$ cat config.mk
export PLATFORM = sky130hd
export DESIGN_NAME = ef9345_bus_sequencer
export DESIGN_NICKNAME = d
export VERILOG_FILES = /design/src/rtl/ef9345_bus_sequencer_pkg.sv /design/src/rtl/ef9345_bus_sequencer.sv
export SDC_FILE = /design/constraint.sdc
export NUM_CORES = 1
export LEC_CHECK = 0
export ABC_AREA = 1
export BUFFER_PORTS_ARGS = -buffer_cell sky130_fd_sc_hd__buf_4
export CAP_MARGIN = 30
export CORE_MARGIN = 2
export CORE_UTILIZATION = 40
export DETAILED_ROUTE_END_ITERATION = 7
export GPL_TIMING_DRIVEN = 0
export PLACE_DENSITY = 0.66
export SLEW_MARGIN = 25
export SYNTH_ARGS = -nofsm -noshare
export SYNTH_HDL_FRONTEND = slang
export SYNTH_SLANG_ARGS = --single-unit
$ cat constraint.sdc
create_clock -name clk_in -period 1.7 [get_ports clk_in]
set_clock_uncertainty 0.1 [all_clocks]
set_input_delay 0.255 -clock clk_in [delete_from_list [all_inputs] [get_ports clk_in]]
set_output_delay 0.255 -clock clk_in [all_outputs]
set_load 0.05 [all_outputs]
$ cat src/rtl/ef9345_bus_sequencer_pkg.sv
// Shared state encoding and default bus timing for the EF9345 host-side bus sequencer.
package ef9345_bus_sequencer_pkg;

  typedef enum logic [2:0] {
    ST_IDLE    = 3'd0,
    ST_ADDR    = 3'd1,
    ST_AHOLD   = 3'd2,
    ST_DATA    = 3'd3,
    ST_RECOVER = 3'd4
  } state_e;

  localparam int T_AS_DEF  = 2;
  localparam int T_DS_DEF  = 3;
  localparam int T_REC_DEF = 1;
  localparam int CNT_W     = 4;

endpackage

$ cat src/rtl/ef9345_bus_sequencer.sv
// Sequences one host read/write into EF9345 multiplexed-bus strobes:
// address phase, address hold, data phase, then chip-select recovery.
module ef9345_bus_sequencer
  import ef9345_bus_sequencer_pkg::*;
#(
  parameter int T_AS  = T_AS_DEF,
  parameter int T_DS  = T_DS_DEF,
  parameter int T_REC = T_REC_DEF
) (
  input  logic       clk_in,
  input  logic       reset,
  input  logic       req,
  input  logic       req_rd,
  input  logic [7:0] req_addr,
  input  logic [7:0] req_wdata,
  output logic       ready,
  output logic       done,
  output logic [7:0] rdata,
  output logic       as,
  output logic       ds,
  output logic       rw,
  output logic       cs_,
  output logic [7:0] bus_out,
  output logic       bus_out_en,
  input  logic [7:0] bus_in
);

  // Counter holds "cycles remaining minus one" so a phase ends when it reads zero.
  localparam logic [CNT_W-1:0] T_AS_M1  = CNT_W'(T_AS - 1);
  localparam logic [CNT_W-1:0] T_DS_M1  = CNT_W'(T_DS - 1);
  localparam logic [CNT_W-1:0] T_REC_M1 = CNT_W'(T_REC - 1);

  state_e           state_q, state_d;
  logic [CNT_W-1:0] cnt_q, cnt_d;
  logic             rd_q, rd_d;
  logic [7:0]       addr_q, addr_d;
  logic [7:0]       wdata_q, wdata_d;
  logic [7:0]       rdata_q, rdata_d;

  // NOTE: every signal gets a default before the case so no path leaves one unassigned (no latches).
  always_comb begin
    state_d    = state_q;
    cnt_d      = cnt_q;
    rd_d       = rd_q;
    addr_d     = addr_q;
    wdata_d    = wdata_q;
    rdata_d    = rdata_q;
    ready      = 1'b0;
    done       = 1'b0;
    as         = 1'b0;
    ds         = 1'b0;
    rw         = 1'b1;
    cs_        = 1'b1;
    bus_out    = 8'h00;
    bus_out_en = 1'b0;

    case (state_q)
      ST_IDLE: begin
        ready = 1'b1;
        if (req) begin
          state_d = ST_ADDR;
          cnt_d   = T_AS_M1;
          rd_d    = req_rd;
          addr_d  = req_addr;
          wdata_d = req_wdata;
        end
      end
      ST_ADDR: begin
        cs_        = 1'b0;
        as         = 1'b1;
        rw         = rd_q;
        bus_out    = addr_q;
        bus_out_en = 1'b1;
        if (cnt_q == '0) state_d = ST_AHOLD;
        else             cnt_d   = cnt_q - 1'b1;
      end
      ST_AHOLD: begin
        // Address stays on the bus one cycle past the falling edge of as.
        cs_        = 1'b0;
        rw         = rd_q;
        bus_out    = addr_q;
        bus_out_en = 1'b1;
        state_d    = ST_DATA;
        cnt_d      = T_DS_M1;
      end
      ST_DATA: begin
        cs_ = 1'b0;
        ds  = 1'b1;
        rw  = rd_q;
        if (!rd_q) begin
          bus_out    = wdata_q;
          bus_out_en = 1'b1;
        end
        if (cnt_q == '0) begin
          state_d = ST_RECOVER;
          cnt_d   = T_REC_M1;
          if (rd_q) rdata_d = bus_in;
        end else begin
          cnt_d = cnt_q - 1'b1;
        end
      end
      ST_RECOVER: begin
        done = (cnt_q == T_REC_M1);
        if (cnt_q == '0) state_d = ST_IDLE;
        else             cnt_d   = cnt_q - 1'b1;
      end
      default: begin
        state_d = ST_IDLE;
        cnt_d   = '0;
      end
    endcase
  end

  // NOTE: sequential state uses non-blocking assignments; reset is synchronous and wins over req.
  always_ff @(posedge clk_in) begin
    if (reset) begin
      state_q <= ST_IDLE;
      cnt_q   <= '0;
      rd_q    <= 1'b0;
      addr_q  <= 8'h00;
      wdata_q <= 8'h00;
      rdata_q <= 8'h00;
    end else begin
      state_q <= state_d;
      cnt_q   <= cnt_d;
      rd_q    <= rd_d;
      addr_q  <= addr_d;
      wdata_q <= wdata_d;
      rdata_q <= rdata_d;
    end
  end

  assign rdata = rdata_q;

endmodule

==> results.sh <==
export IMPL_status="finished with violations"
export IMPL_fin_nets=302
export IMPL_grt_pass1_wl_mm=6.348
export IMPL_crit_fanout=9
export IMPL_cp_start_kind="flop"
export IMPL_io_buffers=50
export IMPL_path_class="reg -> out"
export IMPL_multi_input_area_sq_um=854.6
export IMPL_grt_max_degree=11
export IMPL_avgSynthCellArea_sq_um=7.218
export IMPL_drt_iter0_markers=52
export IMPL_min_period_ns=1.773
export IMPL_fin_util_pct=63.77
export IMPL_core_sq_um=3633
export IMPL_yosys_warnings=0
export IMPL_fin_area_sq_um=2317
export IMPL_ff_latch_area_sq_um=646.9
export IMPL_path_clk_slew_ns=0.07
export IMPL_peakVddDrop_mv=1.016
export IMPL_slew_headroom_pct=75.65
export IMPL_gp_congestion=0.8604
export IMPL_fin_crit_sh_pct=104.3
export IMPL_antenna_found_initial=0
export IMPL_cellPowerDensity_nw_per_um2=1864
export IMPL_cts_sinks=32
export IMPL_viasPerCell=4.713
export IMPL_cts_path_max_buffers=2
export IMPL_hpwlAfterDp_mm=2.647
export IMPL_vias=1513
export IMPL_cts_root_buffer="clkbuf_8"
export IMPL_layout_common_cells="47 x buf_4, 29 x dfxtp_1, 28 x inv_1"
export IMPL_drv_cap=0
export IMPL_placedCellCount=306
export IMPL_ys_seq_elements=32
export IMPL_die_y_um=65.27
export IMPL_worst_pin_slew_ns=0.3653
export IMPL_drv_slew=0
export IMPL_ys_seq_area_share_pct=42.67
export IMPL_final_cells=321
export IMPL_synthCells=208
export IMPL_wl_mm=3.767
export IMPL_max_freq_ghz=0.5641
export IMPL_setup_viol=9
export IMPL_clkLatencyLatePin_ns=0.28
export IMPL_placed_area_sq_um=2069
export IMPL_hold_class="in -> reg"
export IMPL_start_util_pct=41.32
export IMPL_synth_nets=238
export IMPL_pin_count=51
export IMPL_drc_errors=0
export IMPL_dieArea_sq_um=4260
export IMPL_rsz0062_at_grt="true"
export IMPL_rows=22
export IMPL_syn_to_final_growth_pct=54.33
export IMPL_post_drt_wl_per_cell_um=11.74
export IMPL_fillers=348
export IMPL_synth_area_top_cells="dfxtp_1 43%, inv_1 7.5%, a21oi_1 7.0%"
export IMPL_tritoncts="yes"
export IMPL_end_kind="output pin"
export IMPL_grt_pass1_vias=1455
export IMPL_netlist_area_sq_um=1501
export IMPL_grt_ovfl_total=0
export IMPL_antenna_left=0
export IMPL_numCtsBuffers=5
export IMPL_arrival_ns=1.42
export IMPL_die_w_um=65.27
export IMPL_place_ws_ns=-0.09233
export IMPL_synth_top_area_cell="dfxtp_1"
export IMPL_track_usage_pct=19.33
export IMPL_required_ns=1.34
export IMPL_n_antenna_cell=0
export IMPL_synth_cell_types=22
export IMPL_yosys_area_top_type_share_pct=42.67
export IMPL_finalHoldViolCount=0
export IMPL_drt_pass1_iter_count=4
export IMPL_violations="negative setup slack"
export IMPL_drive_gt1_share_pct=40.29
export IMPL_regToRegSetupSlack_ns=0.23
export IMPL_leakagePower_nw=1.022
export IMPL_timing_final_ws_setup_ns=-0.07288
export IMPL_h_tree_depth=2
export IMPL_final_common_cell="buf_4"
[cells by family (layout without fill, tap and decap cells)]
logic type	after synthesis	count (layout)	synth area share [%]
adders and majority gates	2	2	1.666
and+or+nand+nor	76	76	24.67
buffers and inverters	42	107	11.67
DFF	32	32	42.67
AOI/OAI and AO/OA	56	56	19.33
[registers in the layout (all words and copies together) (netlist names)]
| name | flops |
|---|---|
| rdata | 8 |
| cnt_q | 4 |
| rd_q | 1 |
| addr_q | 8 |
| state_q | 3 |
| wdata_q | 8 |
[area by class of cell]
| cell class | count | share of cell area, % |
|---|---|---|
| multi-input combinational | 134 | 36.88 |
| sequential | 32 | 27.92 |
| timing repair buffer | 56 | 19.92 |
| inverter | 37 | 6.263 |
| clock buffer | 6 | 3.132 |
| tap | 48 | 2.592 |
| clock inverter | 2 | 1.512 |
| buffer | 5 | 1.512 |
| timing repair inverter | 1 | 0.2700 |
[cells in the mapped netlist (all sizes together)]
library cell	instances
a21oi	21
buf	4
clkbuf	1
clkinv	1
dfxtp	32
ha	2
inv	36
nand2	35
nand3	12
nor2	29
o21ai	27
o22ai	8
[repair_timing]
action                                  in CTS  in global routing
hold buffers                                 0                  0
endpoints found under the setup margin      10                 10
pin swaps                                    2                  2
buffers inserted                             1                  5
gates resized for setup                     23                  4
gates cloned                                 1                  0
[stage by stage]
| stage | setup TNS [ns] | power [W] | hold slack, ns |
|---|---|---|---|
| after CTS | -0.5890 | 0.004217 | 0.07302 |
| final | -0.5055 | 0.004319 | 0.07874 |
| after detailed placement | -0.6977 | 0.003320 | 0.3558 |
| after global placement | -0.6482 | 0.003303 | 0.3515 |
| after global routing | -0.9387 | 0.004607 | 0.08489 |
| after floorplan | -0.6699 | 0.002816 | 0.2241 |
[metal layers]
| metal | up-vias | routed length (um) | global-route usage, % |
|---|---|---|---|
| met5 | - | 0 | 0 |
| met4 | 0 | 8 | 6.771 |
| met3 | 2 | 269 | 4.281 |
| met2 | 43 | 1839 | 34.06 |
| met1 | 674 | 1649 | 23.04 |
| li1 | 794 | - | - |
[final timing paths]
| check | start | end | cells after the start |
|---|---|---|---|
| setup reg to reg | cnt_q[0] | cnt_q[2] | 10 |
| setup / recovery | state_q[0] | bus_out[0] | 5 |
| hold / removal | reset | cnt_q[1] | 2 |
| hold reg to reg | cnt_q[0] | cnt_q[0] | 2 |
[power by group]
part           total (W)  switching (W)  internal [W]  leakage (nW)
logic            0.00253        0.00166      0.000873         0.703
clock network   0.000712       0.000277      0.000435        0.0552
registers        0.00108       0.000117      0.000960         0.264
total            0.00432        0.00205       0.00227          1.02
[critical path, stage by stage (launching register included)]
cell and delay [ns]:
dfxtp_4 0.41, nand2_4 0.06, nor2_4 0.16, nand2_8 0.14, o22ai_4 0.20, buf_6 0.18
Power figures use the tool's default switching activity.
